`config.mk`:
```
export PLATFORM = sky130hd
export DESIGN_NAME = parity_rx
export DESIGN_NICKNAME = d
export VERILOG_FILES = /design/src/rtl/parity_rx_pkg.sv /design/src/rtl/parity_acc.sv /design/src/rtl/parity_rx.sv
export SDC_FILE = /design/constraint.sdc
export NUM_CORES = 1
export LEC_CHECK = 0
export ABC_AREA = 1
export ABC_CLOCK_PERIOD_IN_PS = 1540
export CORE_ASPECT_RATIO = 0.7
export CORE_MARGIN = 5
export CORE_UTILIZATION = 44
export DETAILED_ROUTE_END_ITERATION = 10
export PLACE_DENSITY = 0.7
export SLEW_MARGIN = 0
export SYNTH_ARGS = -nofsm -noshare
export SYNTH_HDL_FRONTEND = slang
export SYNTH_HIERARCHICAL = 1
export SYNTH_SLANG_ARGS = --single-unit
```
`constraint.sdc`:
```
create_clock -name clk -period 1.54 [get_ports clk]
set_clock_uncertainty 0.2 [all_clocks]
set_input_delay 0.308 -clock clk [delete_from_list [all_inputs] [get_ports clk]]
set_output_delay 0.308 -clock clk [all_outputs]
set_load 0.03 [all_outputs]
```
`src/rtl/parity_rx_pkg.sv`:
```
// Shared types and constants for the parity_rx serial frame receiver.
// Frame on the line: start(0), DATA_W data bits LSB first, parity, stop(1).
package parity_rx_pkg;

  typedef enum logic [1:0] {
    IDLE   = 2'd0,
    DATA   = 2'd1,
    PARITY = 2'd2,
    STOP   = 2'd3
  } state_t;

  localparam logic START_BIT = 1'b0;
  localparam logic STOP_BIT  = 1'b1;

  // The accumulator holds XOR(data bits, parity bit); its target value is the parity mode.
  function automatic logic parity_good(input logic acc, input logic odd_mode);
    return acc == odd_mode;
  endfunction

endpackage

```
`src/rtl/parity_acc.sv`:
```
// Running XOR accumulator for the parity check; clear wins over enable.
module parity_acc (
  input  logic clk,
  input  logic rst,
  input  logic clr,
  input  logic en,
  input  logic d,
  output logic p
);

  logic r_p;

  always_ff @(posedge clk) begin
    if (rst || clr) begin
      r_p <= 1'b0;
    end else if (en) begin
      r_p <= r_p ^ d;
    end
  end

  assign p = r_p;

endmodule

```
`src/rtl/parity_rx.sv`:
```
// Serial frame receiver with parity and stop-bit checking; one result pulse per frame.
// Line bits are only consumed on cycles where rx_valid is high.
module parity_rx
  import parity_rx_pkg::*;
#(
  parameter int DATA_W     = 8,
  parameter int PARITY_ODD = 0
) (
  input  logic              clk,
  input  logic              rst,
  input  logic              rx_valid,
  input  logic              rx_bit,
  output logic [DATA_W-1:0] data_out,
  output logic              data_valid,
  output logic              parity_err,
  output logic              frame_err,
  output logic              busy
);

  localparam int CNT_W = $clog2(DATA_W + 1);

  state_t              r_state;
  logic [CNT_W-1:0]    r_cnt;
  logic [DATA_W-1:0]   r_shift;
  logic [DATA_W-1:0]   r_data_out;
  logic                r_data_valid;
  logic                r_parity_err;
  logic                r_frame_err;

  logic                w_start;
  logic                w_acc_en;
  logic                w_acc_p;
  logic                w_last_bit;
  logic [DATA_W-1:0]   w_shift_next;

  assign w_start    = rx_valid && (r_state == IDLE) && (rx_bit == START_BIT);
  assign w_acc_en   = rx_valid && ((r_state == DATA) || (r_state == PARITY));
  assign w_last_bit = (r_cnt == CNT_W'(DATA_W - 1));

  // LSB arrives first, so new bits enter at the top and walk down to bit 0.
  always_comb begin
    w_shift_next = r_shift;
    for (int i = 0; i < DATA_W - 1; i++) begin
      w_shift_next[i] = r_shift[i+1];
    end
    w_shift_next[DATA_W-1] = rx_bit;
  end

  parity_acc u_acc (
    .clk (clk),
    .rst (rst),
    .clr (w_start),
    .en  (w_acc_en),
    .d   (rx_bit),
    .p   (w_acc_p)
  );

  always_ff @(posedge clk) begin
    if (rst) begin
      r_state      <= IDLE;
      r_cnt        <= '0;
      r_shift      <= '0;
      r_data_out   <= '0;
      r_data_valid <= 1'b0;
      r_parity_err <= 1'b0;
      r_frame_err  <= 1'b0;
    end else begin
      r_data_valid <= 1'b0;
      r_parity_err <= 1'b0;
      r_frame_err  <= 1'b0;
      if (rx_valid) begin
        case (r_state)
          IDLE: begin
            if (rx_bit == START_BIT) begin
              r_state <= DATA;
              r_cnt   <= '0;
            end
          end
          DATA: begin
            r_shift <= w_shift_next;
            if (w_last_bit) begin
              r_state <= PARITY;
            end else begin
              r_cnt <= r_cnt + 1'b1;
            end
          end
          PARITY: begin
            r_state <= STOP;
          end
          STOP: begin
            // Always back to IDLE: a low stop bit is a framing error, never a new start.
            r_state <= IDLE;
            if (rx_bit != STOP_BIT) begin
              r_frame_err <= 1'b1;
            end else if (parity_good(w_acc_p, 1'(PARITY_ODD))) begin
              r_data_valid <= 1'b1;
              r_data_out   <= r_shift;
            end else begin
              r_parity_err <= 1'b1;
            end
          end
          default: begin
            r_state <= IDLE;
          end
        endcase
      end
    end
  end

  assign data_out   = r_data_out;
  assign data_valid = r_data_valid;
  assign parity_err = r_parity_err;
  assign frame_err  = r_frame_err;
  assign busy       = (r_state != IDLE);

endmodule
```
==> flow_summary_export.csv, run 1 <==
group,metric,value,unit
cells_and_area,layout_common_cells,"nor2_1 (44), dfxtp_1 (24), buf_4 (19)",
critical_path,cp_common_cell,"inv_4",
synth,synthesis.nets,158,
grt,grt_max_degree,24,
synth,syn-mean-instance-area,7.44,um^2
routing,totalWireLength,2510,um
synth,syn-cell-area,1100,um^2
job,maxCapViolations,0,
critical_path,cp.arrival,1.09,ns
power_and_ir_drop,comb_power_share,0.296,
clock_tree,clock_tree.buffer_depth,2,
worst_hold_path,hp-class,"reg2reg",
clock_tree,cts_tree,"yes",
synth,synth_seq_cells,26,
power_and_ir_drop,total_power,1560,uW
timing,hold_violations,0,
die,ioPinCount,16,
power_and_ir_drop,p_sw_frac,0.304,
timing,fin_ws,-0.0536,ns
power_and_ir_drop,cell_internal_pwr,1080,uW
clock_tree,clock_sinks,26,
outcome,violations,"negative setup slack",
routing,wl_per_cell,11.5,um
critical_path,cpPeakStageDelay,0.39,ns
grt,grt_pass1_wl,4690,um
synth,yosys_warnings,6,
power_and_ir_drop,leakagePower,0.000707,uW
cells_and_area,mostFrequentLayoutCell,"nor2_1",
critical_path,critPathLaunchType,"flop",
critical_path,path_class,"reg2out",
timing,tns,-0.106,ns
timing,slew_headroom,0.859,
timing,setup_violations,3,
die,rows,15,
timing,period_share,1.03,
cells_and_area,diodes,0,
grt,antenna_found_initial,0,
cells_and_area,syn2layout_area_growth,42.6,%
power_and_ir_drop,ir_drop,0.575,mV
cells_and_area,nets,196,
timing,worst_pin_slew,0.211,ns
clock_tree,clkTransAtPathRegs,0.13,ns
synth,synth.distinct_cells,15,
die,dieArea,3620,um^2
timing,fmax,0.628,GHz
timing,slew_violations,0,
cells_and_area,layout-drive-gt1-share,0.335,
critical_path,cp_max_fo,3,
clock_tree,htreeDepth,1,
grt,grtUsageTotal,0.162,
die,coreArea,2420,um^2
critical_path,cp-end-kind,"output port",
power_and_ir_drop,switchingPower,472,uW
clock_tree,clock-root-buffer,"clkbuf_4",
placed_design,portBuffers,15,
outcome,status,"complete, but fails checks",
power_and_ir_drop,seqPwrFrac,0.486,
critical_path,critical_path.slowest_cell,"dfxtp_4",
synth,synthCells,148,
synth,ys_seq_area_frac,0.473,
placed_design,globalplace.congestion,0.854,
die,die_height,51.9,um
die,initial_core_util,0.455,
clock_tree,numCtsBuffers,3,
power_and_ir_drop,p_clk_frac,0.218,
routing,drc,0,
routing,viasPerCell,4.83,
routing,ant_nets,0,
die,die_x,69.8,um
routing,vias,1057,
power_and_ir_drop,power.density,990,nW/um^2
clock_tree,clk_latency,0.32,ns
timing,fin_crit,1.59,ns
placed_design,dp_hpwl,1800,um
grt,grt_pass1_vias,1088,
routing,firstDrtPassIters,5,
grt,grt_remaining_overflow,0,
timing,grt_setup_unrepaired,"yes",
critical_path,cp_data_required_time,1.03,ns
routing,drtIter0Drc,34,
critical_path,path_cells,"inv_4 -> ha_4 -> inv_4 -> buf_6",
clock_tree,postCtsHoldBufs,0,
## state kept, by name, summed over array words and instances, names as in the netlist
register    flops
data_valid      1
u_acc/p         1
frame_err       1
r_state         2
r_shift         8
parity_err      1
data_out        8
r_cnt           4
## final timing paths
kind / to / depth (start not counted) / slack [ns] / from
worst max-delay path: busy / 4 / -0.05 / r_state[0]$_SDFFE_PP0P_
worst min-delay path: r_shift[7]$_SDFFE_PP0P_ / 2 / 0.31 / r_shift[7]$_SDFFE_PP0P_
worst max register to register: r_state[0]$_SDFFE_PP0P_ / 7 / -0.03 / r_state[0]$_SDFFE_PP0P_
worst min register to register: r_shift[7]$_SDFFE_PP0P_ / 2 / 0.31 / r_shift[7]$_SDFFE_PP0P_
## synthesized netlist by cell type (all sizes together)
library cell | n | area share
nand2 | 20 | 0.070
inv | 14 | 0.048
or2 | 1 | 0.0057
ha | 6 | 0.068
dfxtp | 26 | 0.47
nor3 | 4 | 0.028
o21ai | 18 | 0.082
nor2 | 45 | 0.15
a21oi | 5 | 0.033
nand3 | 7 | 0.032
clkbuf | 2 | 0.0068
## power groups by stage
stage                     clock, uW  combinational [uW]  sequential, uW
final                           340                 460             755
after global routing            375                 513             762
after CTS                       349                 405             752
after detailed placement          0                 351             765
after global placement            0                 339             761
after floorplan                   0                 204             766
## metrics by stage
stage / hold WS [ns] / worst slack, ns / util / cell area (um^2) / cells
detailed placement: 0.292 / -0.294 / 0.586 / 1420 / 212
floorplan: 0.180 / 0.0527 / - / 1100 / 148
global placement: 0.272 / -0.225 / 0.586 / 1420 / 212
finish: 0.313 / -0.0536 / 0.649 / 1570 / 219
global route: 0.329 / -0.110 / 0.649 / 1570 / 219
CTS: 0.310 / -0.0696 / 0.627 / 1520 / 219
## cell families after synthesis
kind of cell | share of synthesized area
AOI/OAI and AO/OA | 0.115
adders and majority gates | 0.0682
buffers and inverters | 0.0545
DFF | 0.473
and+or+nand+nor | 0.290
## layer usage
layer / wire [um] / part of all wire / global-route usage / up-vias
li1: - / - / - / 541
met1: 1140 / 0.46 / 0.180 / 481
met2: 1160 / 0.46 / 0.298 / 31
met3: 173 / 0.069 / 0.0521 / 4
met4: 35 / 0.014 / 0.0510 / 0
met5: 0 / 0 / 0 / -
## cell type report
class | instances | area (um^2)
fill | 186 | 851
multi-input combinational | 106 | 599
sequential | 26 | 526
timing repair buffer | 35 | 309
inverter | 14 | 57.6
tap | 34 | 42.5
clock buffer | 4 | 36.3
## critical path: cells and delay by family (launching register included)
kind       cells  cell delay, ns
flops          1            0.39
buf+inv        3            0.21
fa+ha+maj      1            0.16
## what timing repair did
item / 4_1_cts / 5_1_grt
endpoints found under the hold margin: 0 / 0
pin swaps: 2 / 11
setup buffers: 3 / 0
resized for setup: 42 / 28
setup endpoints to repair: 26 / 27
(Power assumes the default switching activity.)
==> inputs of run 2 (changes only) <==
--- a/config.mk
+++ b/config.mk
@@ -12,6 +12,7 @@
 export CORE_UTILIZATION = 44
 export DETAILED_ROUTE_END_ITERATION = 10
 export PLACE_DENSITY = 0.7
+export SETUP_SLACK_MARGIN = 0.4
 export SLEW_MARGIN = 0
 export SYNTH_ARGS = -nofsm -noshare
 export SYNTH_HDL_FRONTEND = slang
==> flow_summary_export.csv, run 2 (same netlist as run 1, synthesis figures left out) <==
group,metric,value,unit
die,die_x,69.8,um
routing,firstDrtPassIters,4,
power_and_ir_drop,ir_drop,0.509,mV
timing,slew_violations,0,
clock_tree,postCtsHoldBufs,0,
timing,setup_violations,17,
power_and_ir_drop,p_sw_frac,0.332,
grt,grt_pass1_wl,4620,um
placed_design,portBuffers,15,
critical_path,cp.arrival,1.77,ns
power_and_ir_drop,leakagePower,0.000818,uW
routing,drc,0,
timing,grt_setup_unrepaired,"yes",
die,rows,15,
critical_path,cp_data_required_time,1.59,ns
cells_and_area,layout_common_cells,"nor2_1 (35), buf_6 (17), buf_4 (15)",
timing,period_share,1.12,
outcome,violations,"negative setup slack",
outcome,status,"complete, but fails checks",
routing,vias,1106,
die,dieArea,3620,um^2
die,initial_core_util,0.455,
worst_hold_path,min_from,"rst",
power_and_ir_drop,switchingPower,558,uW
cells_and_area,utilization,0.745,
power_and_ir_drop,cell_internal_pwr,1120,uW
timing,hold_violations,0,
grt,grt_max_degree,24,
die,coreArea,2420,um^2
cells_and_area,final_cells,224,
timing,slew_headroom,0.815,
job,maxCapViolations,0,
critical_path,cp_max_fo,3,
routing,viasPerCell,4.94,
power_and_ir_drop,p_clk_frac,0.212,
clock_tree,clock_tree.buffer_depth,2,
timing,worst_pin_slew,0.276,ns
cells_and_area,finalInstanceArea,1800,um^2
clock_tree,clock_sinks,26,
die,ioPinCount,16,
grt,grt_pass1_vias,1005,
critical_path,critical_path.slowest_cell,"dfxtp_4",
routing,wl_per_cell,14.4,um
critical_path,path_cells,"inv_4 -> ha_4 -> buf_4 -> a21oi_4 -> nand3_2 -> o21ai_1 -> nor2_1",
grt,antenna_found_initial,0,
cells_and_area,syn2layout_area_growth,63.9,%
grt,grtUsageTotal,0.165,
placed_design,place_area,1400,um^2
clock_tree,numCtsBuffers,3,
cells_and_area,mostFrequentLayoutCell,"nor2_1",
critical_path,crit_start,"r_state[1]$_SDFFE_PP0P_",
cells_and_area,nets,201,
placed_design,dp_cells,201,
cells_and_area,diodes,0,
critical_path,path_class,"reg2reg",
cells_and_area,layout-drive-gt1-share,0.505,
timing,fin_ws,-0.179,ns
placed_design,dp_hpwl,1660,um
power_and_ir_drop,seqPwrFrac,0.458,
routing,drtIter0Drc,73,
grt,grt_remaining_overflow,0,
clock_tree,htreeDepth,1,
timing,fmax,0.582,GHz
clock_tree,clk_latency,0.34,ns
clock_tree,clock-root-buffer,"clkbuf_4",
routing,totalWireLength,3230,um
critical_path,cp-end-kind,"flop",
power_and_ir_drop,comb_power_share,0.330,
routing,ant_nets,0,
worst_hold_path,hp-class,"in2reg",
power_and_ir_drop,total_power,1680,uW
clock_tree,clkTransAtPathRegs,0.15,ns
die,die_height,51.9,um
clock_tree,cts_tree,"yes",
critical_path,cpPeakStageDelay,0.40,ns
power_and_ir_drop,power.density,932,nW/um^2
placed_design,globalplace.congestion,0.790,
critical_path,regToRegStartpoint,"r_state[1]$_SDFFE_PP0P_",
critical_path,critPathLaunchType,"flop",
timing,whs,0.0703,ns
timing,fin_crit,1.72,ns
## run 2: final cells by class
| class | instances | area [um^2] |
|---|---|---|
| Timing Repair Buffer | 38 | 404 |
| Clock buffer | 4 | 36.3 |
| Fill cell | 155 | 617 |
| Inverter | 14 | 68.8 |
| Timing Repair inverter | 1 | 7.51 |
| Sequential cell | 26 | 542 |
| Tap cell | 34 | 42.5 |
| Multi-Input combinational cell | 107 | 703 |
## run 2: critical path: cells and delay by family (launching register included)
family	cells	cell delay (ns)
AND/OR/NAND/NOR	2	0.25
AO/OA/AOI/OAI	2	0.41
buffers and inverters	2	0.20
flip-flops	1	0.40
adder cells (fa/ha/maj)	1	0.16
## run 2: timing repair
item / in CTS / in global routing
endpoints found under the setup margin: 37 / 38
buffers inserted: 10 / 6
pin swaps: 5 / 14
resized for setup: 98 / 42
gates cloned: 2 / 1
## run 2: metrics by stage
stage,TNS [ns],setup slack (ns)
after floorplan,0,0.171
after global placement,-3.13,-0.230
after detailed placement,-3.92,-0.271
after CTS,-0.803,-0.108
after global routing,-2.93,-0.212
final,-1.94,-0.179
## run 2: power groups by stage
stage / clock [uW] / combinational (uW) / sequential, uW
finish: 357 / 555 / 769
global route: 386 / 605 / 775
CTS: 356 / 440 / 755
detailed placement: 0 / 345 / 773
global placement: 0 / 334 / 771
floorplan: 0 / 250 / 772
## run 2: metal layers
layer	GRT usage	up-vias	wire length, um
met4	0.0478	0	113
li1	-	555	-
met1	0.213	504	1530
met3	0.0521	11	163
met5	0	-	0
met2	0.265	36	1430
## run 2: final timing paths
kind,endpoint,slack (ns),depth (start not counted)
max,r_state[1]$_SDFFE_PP0P_,-0.18,7
min,data_valid$_SDFF_PP0_,0.07,3
max reg2reg,r_state[1]$_SDFFE_PP0P_,-0.18,7
min reg2reg,data_out[0]$_SDFFE_PP0P_,0.31,2
==> inputs of run 3 (changes only) <==
--- a/config.mk
+++ b/config.mk
@@ -12,7 +12,9 @@
 export CORE_UTILIZATION = 44
 export DETAILED_ROUTE_END_ITERATION = 10
 export PLACE_DENSITY = 0.7
+export RECOVER_POWER = 25
 export SETUP_SLACK_MARGIN = 0.4
+export SKIP_CTS_REPAIR_TIMING = 1
 export SLEW_MARGIN = 0
 export SYNTH_ARGS = -nofsm -noshare
 export SYNTH_HDL_FRONTEND = slang
==> flow_summary_export.csv, run 3 (same netlist as run 1, synthesis figures left out) <==
group,metric,value,unit
die,die_x,69.8,um
cells_and_area,final_cells,220,
die,rows,15,
timing,setup_violations,7,
worst_hold_path,hold_end,"data_valid$_SDFF_PP0_",
power_and_ir_drop,total_power,1670,uW
routing,wl_met3,110,um
cells_and_area,layout_common_cells,"nor2_1 (37), buf_6 (16), buf_4 (14)",
cells_and_area,diodes,0,
placed_design,portBuffers,15,
power_and_ir_drop,ir_drop,0.506,mV
clock_tree,clkTransAtPathRegs,0.14,ns
power_and_ir_drop,p_clk_frac,0.210,
worst_hold_path,hp-class,"in2reg",
timing,slew_violations,0,
critical_path,rrSetupSlack,-0.13,ns
worst_hold_path,min_from,"rst",
timing,period_share,1.10,
cells_and_area,nFillCells,171,
routing,drc,0,
critical_path,regToRegStartpoint,"r_state[1]$_SDFFE_PP0P_",
clock_tree,clk_latency,0.33,ns
routing,firstDrtPassIters,4,
critical_path,r2r_end,"r_state[1]$_SDFFE_PP0P_",
cells_and_area,finalInstanceArea,1750,um^2
clock_tree,clock-root-buffer,"clkbuf_4",
critical_path,critPathLaunchType,"flop",
cells_and_area,multi_input_area,693,um^2
die,coreArea,2420,um^2
power_and_ir_drop,seqPwrFrac,0.462,
cells_and_area,layout-drive-gt1-share,0.484,
timing,tns,-0.816,ns
timing,worst_pin_slew,0.340,ns
clock_tree,clock_tree.buffer_depth,2,
grt,antenna_found_initial,0,
critical_path,path_class,"reg2out",
timing,fin_crit,1.69,ns
clock_tree,numCtsBuffers,3,
timing,fmax,0.590,GHz
power_and_ir_drop,comb_power_share,0.328,
cells_and_area,nets,197,
job,maxCapViolations,0,
placed_design,globalplace.congestion,0.790,
power_and_ir_drop,leakagePower,0.000807,uW
critical_path,cpPeakStageDelay,0.39,ns
critical_path,path_buf_inv,3,
critical_path,path_cells,"inv_4 -> ha_4 -> clkinvlp_4 -> buf_6",
grt,grt_remaining_overflow,0,
placed_design,dp_cells,201,
critical_path,critical-path-top-delay-family,"flip-flops",
grt,grt_max_degree,24,
critical_path,cp-end-kind,"output port",
power_and_ir_drop,p_sw_frac,0.327,
die,initial_core_util,0.455,
grt,grt_pass1_vias,916,
placed_design,place_area,1400,um^2
timing,slew_headroom,0.773,
placed_design,dp_hpwl,1660,um
routing,totalWireLength,2950,um
grt,grt_pass1_wl,4060,um
cells_and_area,utilization,0.724,
routing,wl_met2,1350,um
cells_and_area,mostFrequentLayoutCell,"nor2_1",
critical_path,critical_path.slowest_cell,"dfxtp_4",
routing,vias,1050,
routing,viasPerCell,4.77,
critical_path,cp_data_required_time,1.03,ns
routing,wl_per_cell,13.4,um
outcome,violations,"negative setup slack",
cells_and_area,seqCellArea,542,um^2
outcome,status,"complete, but fails checks",
critical_path,r2r_cells,7,
die,die_height,51.9,um
routing,drtIter0Drc,43,
power_and_ir_drop,power.density,950,nW/um^2
timing,fin_ws,-0.155,ns
die,ioPinCount,16,
die,dieArea,3620,um^2
routing,top_layer,"met4",
clock_tree,htreeDepth,1,
critical_path,cp_max_fo,4,
clock_tree,cts_tree,"yes",
timing,grt_setup_unrepaired,"yes",
cells_and_area,syn2layout_area_growth,59.2,%
critical_path,cp.arrival,1.19,ns
routing,ant_nets,0,
worst_hold_path,holdPathStages,3,
critical_path,crit_start,"r_state[0]$_SDFFE_PP0P_",
clock_tree,clock_sinks,26,
grt,grtUsageTotal,0.143,
routing,met1_length,1470,um
power_and_ir_drop,cell_internal_pwr,1120,uW
timing,hold_violations,0,
power_and_ir_drop,switchingPower,545,uW
==> run 3: cell count changes in the layout (fill, tap and decap cells not counted), moves of 2 or more <==
cell and delta:
nand2_2 +2, o21ai_2 -2, nor2_1 +2, nor2_2 -3
o21ai_0 +4, o21ai_1 -2
==> run 3: power groups by stage <==
stage          Clock [uW]  Sequential [uW]  Combinational [uW]
2_1_floorplan           0              772                 250
3_3_place_gp            0              771                 334
3_5_place_dp            0              773                 345
4_1_cts               356              758                 348
5_1_grt               385              777                 601
6_report              349              769                 547
==> run 3: final cells by class <==
type / instances / area share
Timing Repair Buffer: 35 / 0.210
Multi-Input combinational cell: 107 / 0.395
Tap cell: 34 / 0.0243
Sequential cell: 26 / 0.309
Clock buffer: 4 / 0.0207
Inverter: 14 / 0.0407
==> run 3: metal layers <==
| metal | up-vias | track usage |
|---|---|---|
| met5 | - | 0 |
| met1 | 475 | 0.184 |
| li1 | 553 | - |
| met4 | 0 | 0.0478 |
| met3 | 4 | 0.0502 |
| met2 | 18 | 0.224 |
==> run 3: how the worst max path moves through the flow <==
stage / to / slack, ns / depth (start not counted)
after global routing: busy / -0.21 / 4
after floorplan: data_out[0]$_SDFFE_PP0P_ / 0.17 / 6
final: busy / -0.15 / 4
after CTS: data_out[7] / -0.36 / 1
after global placement: data_out[0]$_SDFFE_PP0P_ / -0.23 / 6
after detailed placement: data_out[2]$_SDFFE_PP0P_ / -0.27 / 6
==> run 3: worst register-to-register path: stages, from the launching register on <==
cell and delay, ns:
dfxtp_4 0.40, inv_4 0.05, ha_4 0.17, buf_6 0.12, a21oi_4 0.31, nand3_4 0.14, o21ai_1 0.14, nor2_1 0.05
==> run 3: through the flow <==
stage / setup slack (ns) / hold WS (ns)
4_1_cts: -0.359 / 0.301
5_1_grt: -0.208 / 0.0911
6_report: -0.155 / 0.0754
3_3_place_gp: -0.230 / 0.272
3_5_place_dp: -0.271 / 0.277
2_1_floorplan: 0.171 / 0.180
